[config.mk]
export PLATFORM = sky130hd
export DESIGN_NAME = ct_pmp_prio_sel
export DESIGN_NICKNAME = d
export VERILOG_FILES = /design/src/rtl/ct_pmp_pkg.sv /design/src/rtl/ct_pmp_prio_sel.sv
export SDC_FILE = /design/constraint.sdc
export NUM_CORES = 1
export LEC_CHECK = 0
export BUFFER_PORTS_ARGS = -buffer_cell sky130_fd_sc_hd__buf_2
export CAP_MARGIN = 30
export CORE_MARGIN = 2
export CORE_UTILIZATION = 35
export DETAILED_ROUTE_END_ITERATION = 10
export PLACE_DENSITY = 0.81
export RECOVER_POWER = 25
export SYNTH_ARGS = -nofsm -noshare
export SYNTH_HDL_FRONTEND = slang
export SYNTH_SLANG_ARGS = --single-unit
[constraint.sdc]
create_clock -name vclk -period 1.9
set_input_delay 0.285 -clock vclk [all_inputs]
set_output_delay 0.285 -clock vclk [all_outputs]
set_load 0.005 [all_outputs]
[src/rtl/ct_pmp_pkg.sv]
// Shared encodings and the response record for the PMP permission-check stage.
package ct_pmp_pkg;

    localparam int PMP_ENTRY_NUM = 8;
    localparam int PMP_ENT_W     = 3;
    localparam int PMP_PA_W      = 28;

    typedef enum logic [1:0] {
        ACC_LOAD  = 2'b00,
        ACC_STORE = 2'b01,
        ACC_FETCH = 2'b10,
        ACC_RSV   = 2'b11
    } pmp_acc_e;

    typedef enum logic [1:0] {
        PRIV_U = 2'b00,
        PRIV_S = 2'b01,
        PRIV_M = 2'b11
    } pmp_priv_e;

    typedef struct packed {
        logic                 deny;
        logic                 hit;
        logic [PMP_ENT_W-1:0] entry;
    } pmp_rsp_t;

endpackage

[src/rtl/ct_pmp_prio_sel.sv]
// Combinational winner selection (lowest hitting entry) and R/W/X/L permission decision.
module ct_pmp_prio_sel
    import ct_pmp_pkg::*;
#(
    parameter int ENTRY_NUM = PMP_ENTRY_NUM
) (
    input  logic [ENTRY_NUM-1:0] hit_vec,
    input  logic [ENTRY_NUM-1:0] cfg_r,
    input  logic [ENTRY_NUM-1:0] cfg_w,
    input  logic [ENTRY_NUM-1:0] cfg_x,
    input  logic [ENTRY_NUM-1:0] cfg_l,
    input  logic [1:0]           acc_type,
    input  logic [1:0]           priv,
    output pmp_rsp_t             rsp
);

    logic [PMP_ENT_W-1:0] win_idx;
    logic                 win_hit;
    logic                 perm_bit;
    logic                 is_m;
    logic                 allow;

    // Scanning downward lets the lowest-numbered hit overwrite any higher one.
    always_comb begin
        win_idx = '0;
        win_hit = 1'b0;
        for (int i = ENTRY_NUM - 1; i >= 0; i--) begin
            if (hit_vec[i]) begin
                win_idx = PMP_ENT_W'(i);
                win_hit = 1'b1;
            end
        end
    end

    always_comb begin
        perm_bit = 1'b0;
        case (acc_type)
            ACC_LOAD:  perm_bit = cfg_r[win_idx];
            ACC_STORE: perm_bit = cfg_w[win_idx];
            ACC_FETCH: perm_bit = cfg_x[win_idx];
            default:   perm_bit = 1'b0;
        endcase
    end

    // Reserved privilege 2'b10 falls through as non-M, i.e. behaves as U.
    assign is_m = (priv == PRIV_M);

    always_comb begin
        allow = 1'b0;
        if (acc_type == ACC_RSV) begin
            allow = 1'b0;
        end else if (win_hit) begin
            allow = (is_m && !cfg_l[win_idx]) || perm_bit;
        end else begin
            allow = is_m;
        end
    end

    assign rsp.deny  = !allow;
    assign rsp.hit   = win_hit;
    assign rsp.entry = win_idx;

endmodule

==> metrics.yaml <==
status: "finished with violations"
violations: "negative setup slack"
hold_path.class: "input pin to primary output"
crit_chain: "buf_6 -> or4_4 -> nor2_4 -> a21boi_4 -> nand3_2 -> a32o_2 -> a221oi_2 -> buf_2"
dr_wl_met2_microns: 1010
grt_first_pass_wirelength_microns: 3330
crit_start: "hit_vec[3]"
fin_nets: 185
start_util_pct: 37.9
post_cts_buffers: 0
syn_nets: 116
wl_met3_microns: 181
synthSimpleGateAreaFrac_pct: 33.8
post-dp-hpwl_microns: 1700
crit_end: "rsp[4]"
worst-path-max-fanout: 6
grt_max_degree: 7
startpoint_type: "input pin"
io_pins: 49
die_h_microns: 41.8
synth.mux.area_fraction_pct: 20.8
dr.first_iter.drc_count: 22
cp.arrival_ns: 2.03
grtUsageTotal_pct: 23.2
seq_cell_count: 0
crit_type: "input pin to primary output"
pre_cts_ws_ns: -0.420
first_global_vias: 817
maxSlewViolCount: 0
via_per_inst: 5.49
layout-drive-gt1-share_pct: 58.3
utilization_pct: 69.9
max-vdd-ir-drop_uv: 121
synth-adder-area-share_pct: 0
max_freq_ghz: 0.432
drc: 0
die_w_microns: 41.8
leakagePower_nw: 0.472
total_power_w: 0.000183
num_rows: 13
register_area_sq_um: 0
synth-xor-area-share_pct: 0
synth_cells: 72
crit_slowest_cell: "or4_4"
antenna_found_initial: 0
maxCapViolCount: 0
rsz0062_at_grt: "true"
worst_slew_pin_slew_ns: 0.321
end_kind: "primary output"
cts_hold_buf: 0
p_per_area_nw_per_um2: 198
routedWlPerCell_microns: 12.9
post_dp_cell_area_sq_um: 898
first_pass_iters: 4
io_buffers: 49
area_growth_pct: 84.5
syn_avg_cell_area_sq_um: 6.93
gp_congestion: 0.913
yosys.cell_types.count: 33
ant_nets: 0
worst_ep_required_time_ns: 1.62
setup_tns_ns: -0.416
clkbuf_count: 0
drt-total-wl_microns: 1980
diodes: 0
overflow: 0
synth_top_family_by_area: "compound AO/OA/AOI/OAI gates"
relSlewSlack_pct: 78.5
finalSetupViolCount: 1
vias: 846
synth_warnings: 0
ys_seq_area_share_pct: 0
synth_compound_area_share_pct: 39.3
wl_met1_microns: 760
finalWorstSetupSlack_ns: -0.416
period_minus_slack_ns: 2.32
netlist_area_sq_um: 499
highest_layer: "met4"
die_area_sq_um: 1740
core_region_area_sq_um: 1320
finalHoldViolCount: 0
stdcell_area_sq_um: 921
post-route-period-util_pct: 122
max_stage_delay_ns: 0.55
how the worst min path moves through the flow:
stage | start | to | slack (ns) | depth (start not counted)
after floorplan | hit_vec[0] | rsp[2] | 0.73 | 2
after global placement | hit_vec[1] | rsp[3] | 1.01 | 5
after detailed placement | hit_vec[1] | rsp[3] | 1.02 | 5
after CTS | hit_vec[1] | rsp[3] | 1.02 | 5
after global routing | hit_vec[1] | rsp[3] | 1.06 | 5
final | hit_vec[1] | rsp[3] | 1.03 | 5
cell usage in the layout (no fill, tap or decap), types with 2 or more instances in the layout:
cell,netlist,routed
o21ai_0,4,4
buf_4,1,19
mux2i_1,7,6
nand2_1,5,5
inv_1,6,6
nor2b_1,2,2
o221ai_1,2,2
nor2_1,7,7
nand3_1,4,4
a21oi_1,5,5
buf_2,0,47
a22oi_1,2,2
buf_6,0,2
mux2_2,3,3
a221oi_1,3,3
synth_stat cells, drive strengths merged:
cell / n / area [sq um]
a31oi: 1 / 6.26
or4: 1 / 11.3
a21oi: 5 / 25.0
a32o: 1 / 10.0
nand3: 5 / 30.0
a21boi: 1 / 18.8
nand4: 1 / 6.26
mux2i: 7 / 70.1
and3: 1 / 6.26
and4: 1 / 8.76
nor2: 8 / 37.5
and2b: 1 / 7.51
o211ai: 1 / 7.51
mux2: 3 / 33.8
nor3: 1 / 5.00
inv: 6 / 22.5
nor2b: 2 / 12.5
o22a: 1 / 8.76
a221oi: 4 / 41.3
a22oi: 2 / 15.0
o21a: 1 / 7.51
o21ai: 6 / 30.0
nand2b: 1 / 6.26
nor4: 1 / 12.5
nand2: 6 / 25.0
a2111oi: 1 / 8.76
buf: 1 / 7.51
o221ai: 2 / 17.5
critical path, delay by kind of cell:
kind                   cells  cell delay, ns
AND/OR/NAND/NOR            3            0.84
AO/OA/AOI/OAI              3            0.66
buffers and inverters      2            0.23
logic make-up (layout without fill, tap and decap cells):
| kind of cell | Yosys count | in the layout |
|---|---|---|
| AND/OR/NAND/NOR | 29 | 29 |
| AO/OA/AOI/OAI | 26 | 26 |
| multiplexers | 10 | 10 |
| buffers and inverters | 7 | 74 |
layer usage:
metal	vias to the layer above	track usage [%]
li1	419	-
met1	381	24.9
met2	42	45.6
met3	4	4.78
met4	0	4.52
met5	-	0
repair_timing:
action,CTS,global route
cloned,0,0
resized for setup,2,4
endpoints found under the setup margin,1,1
per-stage QoR:
stage | hold slack [ns] | std cells
floorplan | 0.726 | 72
global placement | 1.01 | 154
detailed placement | 1.02 | 154
CTS | 1.02 | 154
global route | 1.06 | 154
finish | 1.03 | 154
report_power, final:
group | switching [W] | leakage [nW] | internal, W
Sequential | 0 | 0 | 0
Combinational | 0.0000795 | 0.472 | 0.000103
Clock | 0 | 0 | 0
Total | 0.0000795 | 0.472 | 0.000103
layout make-up:
type,instances,area [sq um]
well taps,15,18.8
fillers,120,397
repair buffers,68,400
inverters,6,22.5
multi-input cells,65,479
Note: power is estimated with default switching activity, not from simulation.
